**src/rtl/dds_modulator_if.sv**
```systemverilog
// Control and sample bus of the DDS modulator: host-side controls in, DAC-side samples out.
interface dds_modulator_if #(
    parameter int unsigned PHASE_W = 32
) ();
    logic               i_en;
    logic [1:0]         i_mode;
    logic [PHASE_W-1:0] i_fword0;
    logic [PHASE_W-1:0] i_fword1;
    logic               i_data_sel;
    logic               i_data_in;
    logic [9:0]         o_dac_data;
    logic               o_sample_vld;
    logic               o_sym_strobe;
    logic               o_cur_bit;

    modport master (
        output i_en, i_mode, i_fword0, i_fword1, i_data_sel, i_data_in,
        input  o_dac_data, o_sample_vld, o_sym_strobe, o_cur_bit
    );

    modport slave (
        input  i_en, i_mode, i_fword0, i_fword1, i_data_sel, i_data_in,
        output o_dac_data, o_sample_vld, o_sym_strobe, o_cur_bit
    );
endinterface

```
**src/rtl/dds_modulator.sv**
```systemverilog
// DDS sine carrier with ASK/FSK/BPSK keying from a PN7 or external symbol stream.
// Three-stage sample pipeline: quadrant/address fold, quarter-wave ROM, offset-binary output.
module dds_modulator #(
    parameter int unsigned PHASE_W = 32,
    parameter int unsigned SYM_DIV = 50000,
    parameter logic [6:0]  PN_SEED = 7'h7F
) (
    input  logic           i_clk,
    input  logic           i_rst_n,
    dds_modulator_if.slave bus
);
    localparam int unsigned    CntW    = $clog2(SYM_DIV);
    localparam logic [CntW-1:0] SymLast = CntW'(SYM_DIV - 1);

    // Elaboration-time round(511*sin(pi/2*(k+0.5)/256)) in Q30 fixed point (Taylor to x^17).
    function automatic logic [8:0] quarter_sine(input int unsigned k);
        longint x;
        longint x2;
        longint term;
        longint sum;
        x    = (64'sd3373259426 * longint'(2 * k + 1)) / 64'sd1024;
        x2   = (x * x) >>> 30;
        term = x;
        sum  = x;
        for (int n = 1; n <= 8; n++) begin
            term = -((term * x2) >>> 30) / longint'(2 * n * (2 * n + 1));
            sum  = sum + term;
        end
        return 9'((sum * 64'sd511 + (64'sd1 <<< 29)) >>> 30);
    endfunction

    logic [8:0] w_rom [256];
    for (genvar k = 0; k < 256; k++) begin : g_rom
        assign w_rom[k] = quarter_sine(k);
    end

    logic [PHASE_W-1:0] r_phase_acc;
    logic [CntW-1:0]    r_sym_cnt;
    logic [6:0]         r_pn;
    logic               r_cur_bit;
    logic               r_s1_neg;
    logic [7:0]         r_s1_addr;
    logic [1:0]         r_s1_mode;
    logic               r_s1_bit;
    logic [8:0]         r_s2_m;
    logic               r_s2_neg;
    logic               r_s2_mute;
    logic [9:0]         r_dac;
    logic [2:0]         r_vld;

    logic               w_sym_end;
    logic               w_new_bit;
    logic [PHASE_W-1:0] w_inc;
    logic [1:0]         w_q;
    logic [7:0]         w_addr;
    logic [9:0]         w_dac;
    logic               w_unused_phase;

    assign w_sym_end      = (r_sym_cnt == SymLast);
    assign w_new_bit      = bus.i_data_sel ? bus.i_data_in : r_pn[6];
    assign w_inc          = (bus.i_mode == 2'b10 && r_cur_bit) ? bus.i_fword1 : bus.i_fword0;
    assign w_unused_phase = ^r_phase_acc[PHASE_W-11:0];

    // BPSK rotates by two quadrants; odd quadrants read the quarter table backwards.
    always_comb begin
        w_q    = r_phase_acc[PHASE_W-1 -: 2];
        w_addr = r_phase_acc[PHASE_W-3 -: 8];
        if (bus.i_mode == 2'b11 && r_cur_bit) begin
            w_q = w_q + 2'd2;
        end
        if (w_q[0]) begin
            w_addr = 8'd255 - w_addr;
        end
    end

    always_comb begin
        w_dac = 10'd512;
        if (!r_s2_mute) begin
            w_dac = r_s2_neg ? (10'd512 - {1'b0, r_s2_m}) : (10'd512 + {1'b0, r_s2_m});
        end
    end

    always_ff @(posedge i_clk) begin
        if (!i_rst_n) begin
            r_phase_acc <= '0;
            r_sym_cnt   <= '0;
            r_pn        <= PN_SEED;
            r_cur_bit   <= 1'b0;
            r_s1_neg    <= 1'b0;
            r_s1_addr   <= '0;
            r_s1_mode   <= '0;
            r_s1_bit    <= 1'b0;
            r_s2_m      <= '0;
            r_s2_neg    <= 1'b0;
            r_s2_mute   <= 1'b0;
            r_dac       <= 10'd512;
        end else if (bus.i_en) begin
            r_phase_acc <= r_phase_acc + w_inc;
            if (w_sym_end) begin
                r_sym_cnt <= '0;
                r_cur_bit <= w_new_bit;
                r_pn      <= {r_pn[5:0], r_pn[6] ^ r_pn[5]};
            end else begin
                r_sym_cnt <= r_sym_cnt + 1'b1;
            end
            r_s1_neg  <= w_q[1];
            r_s1_addr <= w_addr;
            r_s1_mode <= bus.i_mode;
            r_s1_bit  <= r_cur_bit;
            r_s2_m    <= w_rom[r_s1_addr];
            r_s2_neg  <= r_s1_neg;
            r_s2_mute <= (r_s1_mode == 2'b01) && !r_s1_bit;
            r_dac     <= w_dac;
        end
    end

    // Valid keeps shifting while frozen so it drains three cycles after en drops.
    always_ff @(posedge i_clk) begin
        if (!i_rst_n) begin
            r_vld <= '0;
        end else begin
            r_vld <= {r_vld[1:0], bus.i_en};
        end
    end

    assign bus.o_dac_data   = r_dac;
    assign bus.o_sample_vld = r_vld[2];
    assign bus.o_sym_strobe = bus.i_en && w_sym_end;
    assign bus.o_cur_bit    = r_cur_bit;
endmodule

```
**src/flat_wrapper.sv**
```systemverilog
// flat-port wrapper written by rule: the top's interface ports become plain ports
module dds_modulator_flat 
#(
    parameter int unsigned PHASE_W = 32,
    parameter int unsigned SYM_DIV = 50000,
    parameter logic [6:0]  PN_SEED = 7'h7F
)
  (i_clk, i_rst_n, bus_i_en, bus_i_mode, bus_i_fword0, bus_i_fword1, bus_i_data_sel, bus_i_data_in, bus_o_dac_data, bus_o_sample_vld, bus_o_sym_strobe, bus_o_cur_bit);
  dds_modulator_if #(.PHASE_W(PHASE_W)) bus_i ();
  input  logic i_clk;
  input  logic i_rst_n;
  input wire logic [$bits(bus_i.i_en)-1:0] bus_i_en;
  input wire logic [$bits(bus_i.i_mode)-1:0] bus_i_mode;
  input wire logic [$bits(bus_i.i_fword0)-1:0] bus_i_fword0;
  input wire logic [$bits(bus_i.i_fword1)-1:0] bus_i_fword1;
  input wire logic [$bits(bus_i.i_data_sel)-1:0] bus_i_data_sel;
  input wire logic [$bits(bus_i.i_data_in)-1:0] bus_i_data_in;
  output wire logic [$bits(bus_i.o_dac_data)-1:0] bus_o_dac_data;
  output wire logic [$bits(bus_i.o_sample_vld)-1:0] bus_o_sample_vld;
  output wire logic [$bits(bus_i.o_sym_strobe)-1:0] bus_o_sym_strobe;
  output wire logic [$bits(bus_i.o_cur_bit)-1:0] bus_o_cur_bit;
  assign bus_i.i_en = bus_i_en;
  assign bus_i.i_mode = bus_i_mode;
  assign bus_i.i_fword0 = bus_i_fword0;
  assign bus_i.i_fword1 = bus_i_fword1;
  assign bus_i.i_data_sel = bus_i_data_sel;
  assign bus_i.i_data_in = bus_i_data_in;
  assign bus_o_dac_data = bus_i.o_dac_data;
  assign bus_o_sample_vld = bus_i.o_sample_vld;
  assign bus_o_sym_strobe = bus_i.o_sym_strobe;
  assign bus_o_cur_bit = bus_i.o_cur_bit;
  dds_modulator #(.PHASE_W(PHASE_W), .SYM_DIV(SYM_DIV), .PN_SEED(PN_SEED)) u_core (.i_clk(i_clk), .i_rst_n(i_rst_n), .bus(bus_i));
endmodule
```
**config.mk**
```make
export PLATFORM = sky130hd
export DESIGN_NAME = dds_modulator_flat
export DESIGN_NICKNAME = d
export VERILOG_FILES = /design/src/rtl/dds_modulator_if.sv /design/src/rtl/dds_modulator.sv /design/src/flat_wrapper.sv
export SDC_FILE = /design/constraint.sdc
export NUM_CORES = 1
export LEC_CHECK = 0
export ABC_CLOCK_PERIOD_IN_PS = 3570
export BUFFER_PORTS_ARGS = -buffer_cell sky130_fd_sc_hd__buf_2
export CORE_ASPECT_RATIO = 0.6
export CORE_MARGIN = 2
export CORE_UTILIZATION = 55
export DETAILED_ROUTE_END_ITERATION = 12
export PLACE_DENSITY = 0.78
export SLEW_MARGIN = 25
export SYNTH_ARGS = -nofsm -noshare
export SYNTH_HDL_FRONTEND = slang
export SYNTH_SLANG_ARGS = --single-unit
```
**constraint.sdc**
```tcl
create_clock -name i_clk -period 3.57 [get_ports i_clk]
set_input_delay 0.1785 -clock i_clk [delete_from_list [all_inputs] [get_ports i_clk]]
set_output_delay 0.1785 -clock i_clk [all_outputs]
set_load 0.02 [all_outputs]
```
==> impl_metrics.yaml <==
yosys:
  ys_warn_count: 0
  synthAdderAreaFrac: 0.07349
  synth_simple_gate_area_frac: 0.2017
  synth.cell_area_um2: 7934
  ys_async_sr_fraction: 0
  yosys_register_bits: 92
  yosys.cell_types.count: 69
  synth-compound-area-share: 0.2711
  synth_largest_type_area_fraction: 0.2321
  post_synth_mux_area_share: 0.1055
  synth_top_cell_by_area: "sky130_fd_sc_hd__dfxtp_1"
  number_of_synthesized_flops_with_an_enable_pin: 0
  dominant_combinational_cell_family_by_area_after_synthesis: "compound AO/OA/AOI/OAI gates"
  synth_seq_area_share: 0.2321
  yosys.cell_count.top_type: "sky130_fd_sc_hd__nand2_1"
  synthesized_net_count: 1159
  synthFlopType: "sky130_fd_sc_hd__dfxtp_1"
  synth.top_cells.by_count: "sky130_fd_sc_hd__nand2_1 (115), sky130_fd_sc_hd__dfxtp_1 (92), sky130_fd_sc_hd__o21ai_0 (90), sky130_fd_sc_hd__a21oi_1 (78), sky130_fd_sc_hd__nor2_1 (77)"
  post_synth_main_area_contributors: "sky130_fd_sc_hd__dfxtp_1 (23%), sky130_fd_sc_hd__ha_1 (7.1%), sky130_fd_sc_hd__o21ai_0 (5.7%)"
  syn_avg_cell_area_um2: 7.614
  xor_xnor_portion_of_the_synthesized_cell_area: 0.05961
  syn_inst: 1042
timing:
  rsz0062_at_grt: "true"
  setup_viol: 0
  fmax_mhz: 298.4
  finalMaxSlewViolations: 0
  final_critical_path_setup_slack_ps: 218.7
  crit_share_post_route: 0.9387
  layout_min_cycle_time_ps: 3351
  fin_skew_ps: 8.823
  hold_viol_final: 0
  worst_slew_margin_rel: 0.4094
  timing_worst_slew_pin_value_ps: 883.7
layout:
  nFillCells: 1242
  ff_latch_area_um2: 1844
  area_growth_syn_to_layout_pct: 11.59
  final_layout_size_suffix_gt1_frac: 0.1747
  count_of_antenna_diodes_in_the_layout: 0
  nets_finish: 1205
  multiInputGateArea_um2: 5682
  finalCoreUtilization: 0.6382
grt:
  antenna_violations_before_repair: 0
  largest_net_degree_at_the_start_of_global_routing: 48
  via_count_of_the_first_global_routing_pass: 7230
  groute.usage.overall: 0.2901
  global_route_wire_length_before_repair_mm: 37.14
  global_route.overflow_total: 0
clocking:
  htreeDepth: 3
  cts-buffers-inserted: 9
  cts_tree: "yes"
  post_cts_hold_buffer_count: 0
  ctsLongestPathBuffers: 2
  clkSlewWorstSetupHoldPaths_ps: 80
  clkLatencyLatePin_ps: 350
  clock-root-buffer: "sky130_fd_sc_hd__clkbuf_16"
  postCtsSetupRepairBufs: 0
  clock-sinks: 92
drt:
  finalWirelength_mm: 22.57
  postRouteAntennaNets: 0
  wire_per_inst_um: 17.57
  detailroute.via_count: 8076
  viasPerCell: 6.285
  drt_pass1_iterations: 6
  drt_iter0_markers: 1034
  number_of_design_rule_violations_left_after_detail_routing: 0
placed_design:
  post-dp-hpwl_mm: 16.62
  buffer_ports.inserted: 83
  routabilityCongestion: 0.9812
  placement.setup.worst_slack_ps: 89.33
power:
  vdd_ir_drop_max_uv: 235.4
  total_power_mw: 4.144
  power.density_nw_per_um2: 468.1
  power_leakage_nw: 3.799
floorplan:
  floorplan.die_area_um2: 15430
  pin_count: 84
  core_area_um2: 13870
  dieHeight_um: 97.03
  std_cell_rows: 33
  floorplan.initialDensity: 0.5719
  die_width_um: 159.1
setup_path:
  critical_path_cell_count: 12
  cp_cell_sequence: "nand3b_1 > buf_12 > mux2_2 > ha_1 > nand2_1 > nor4_2 > o211ai_1 > o2111ai_1 > o21ai_1 > o31a_1 > or4_1 > and3_1"
  critPathBufInv: 1
  worst-path-max-fanout: 32
  timing.reg2reg.worst_path_depth: 12
  setup.worst_path.end_class: "register"
  timing_worst_setup_path_type: "register to register"
  r2r-start: "u_core.bus.o_cur_bit"
  worst_ep_arrival_time_ps: 3590
  crit_path_top_delay_cell: "sky130_fd_sc_hd__or4_1"
  worst-endpoint-required_ps: 3810
  worst_setup_path_startpoint: "u_core.bus.o_cur_bit"
  crit_path_max_incr_delay_ps: 490
  cpLargestDelayFamily: "simple AND/OR/NAND/NOR gates"
  startpoint_type: "register"
worst_hold_path:
  hp-class: "input port to register"
  hold-path-cell-count: 3
  min_from: "bus_i_mode[1]"
outcome:
  status: "finished clean"
job:
  maxCapViolCount: 0
[per-stage QoR]
| stage | area [um^2] | instances | hold WS (ps) | TNS, ps |
|---|---|---|---|---|
| 6_report | 8853 | 1285 | 130.7 | 0 |
| 5_1_grt | 8853 | 1285 | 150.1 | -3.280 |
| 4_1_cts | 8823 | 1285 | 125.9 | 0 |
| 3_5_place_dp | 8528 | 1269 | 436.1 | 0 |
| 3_3_place_gp | 8523 | 1269 | 414.4 | 0 |
| 2_1_floorplan | 7934 | 1042 | 347.6 | 0 |
[worst register-to-register path, stage by stage, from the launching register on]
cell and delay (ps):
sky130_fd_sc_hd__dfxtp_1 350, sky130_fd_sc_hd__nand3b_1 140, sky130_fd_sc_hd__buf_12 210, sky130_fd_sc_hd__mux2_2 400, sky130_fd_sc_hd__ha_1 300, sky130_fd_sc_hd__nand2_1 170, sky130_fd_sc_hd__nor4_2 320, sky130_fd_sc_hd__o211ai_1 140
sky130_fd_sc_hd__o2111ai_1 130, sky130_fd_sc_hd__o21ai_1 120, sky130_fd_sc_hd__o31a_1 310, sky130_fd_sc_hd__or4_1 490, sky130_fd_sc_hd__and3_1 170
[sequential cells by signal (all words and copies together), names as in the netlist]
register / cells
u_core.r_pn: 7
u_core.r_s1_bit: 1
u_core.r_phase_acc: 32
u_core.r_s2_m: 9
u_core.r_s2_mute: 1
u_core.r_s1_addr: 8
u_core.r_s1_mode: 2
u_core.r_s2_neg: 1
u_core.bus.o_dac_data: 10
u_core.bus.o_cur_bit: 1
u_core.r_vld: 3
u_core.r_sym_cnt: 16
u_core.r_s1_neg: 1
[what timing repair did]
item,in CTS,in global routing
endpoints found under the setup margin,0,6
resized for setup,0,8
endpoints found under the hold margin,0,0
[path summary, 6_finish.rpt]
path	slack [ps]	end
max	220	u_core.r_phase_acc[31]
min reg2reg	450	u_core.r_vld[1]
max reg2reg	220	u_core.r_phase_acc[31]
min	130	u_core.r_s1_mode[1]
[layout make-up]
type | count | area share
clock buffers | 9 | 0.02544
clock inverters | 7 | 0.007914
inverters | 29 | 0.01230
multi-input cells | 839 | 0.6417
flip-flops and latches | 92 | 0.2083
well taps | 192 | 0.02713
repair buffers | 117 | 0.07716
[routing by layer]
metal  up-vias  GRT usage  share of wire  wire length (um)
li1       3885          -              -                 -
met1      3732     0.4587           0.50             11280
met2       438     0.3916           0.38              8626
met3        21    0.07204           0.11              2497
met4         0    0.04965         0.0077               174
met5         -          0              0                 0
[cells in the final DEF (no fill, tap or decap), drive strengths merged, types with 9 or more instances in the layout]
master / n
a211oi: 9
a21o: 16
a21oi: 78
a221oi: 9
a31oi: 11
buf: 117
clkbuf: 9
dfxtp: 92
ha: 45
inv: 31
mux2: 33
mux2i: 33
nand2: 117
nand2b: 11
nand3: 24
nand4: 14
nor2: 77
nor2b: 29
nor3: 22
o211a: 14
o211ai: 18
o21a: 10
o21ai: 92
xnor2: 33
xor2: 21
[report_power, final]
part	total, mW	internal [mW]	switching (mW)
clock	0.952	0.492	0.459
combinational	1.93	0.793	1.13
sequential	1.27	1.14	0.130
total	4.14	2.42	1.72
[cell families (layout without fill, tap and decap cells)]
| logic type | after synthesis | count (layout) |
|---|---|---|
| xor+xnor | 54 | 54 |
| compound gates | 332 | 332 |
| fa+ha+maj | 46 | 46 |
| flops | 92 | 92 |
| simple gates | 335 | 335 |
| mux | 72 | 72 |
| buf+inv | 111 | 162 |
Note: power is estimated with default switching activity, not from simulation.
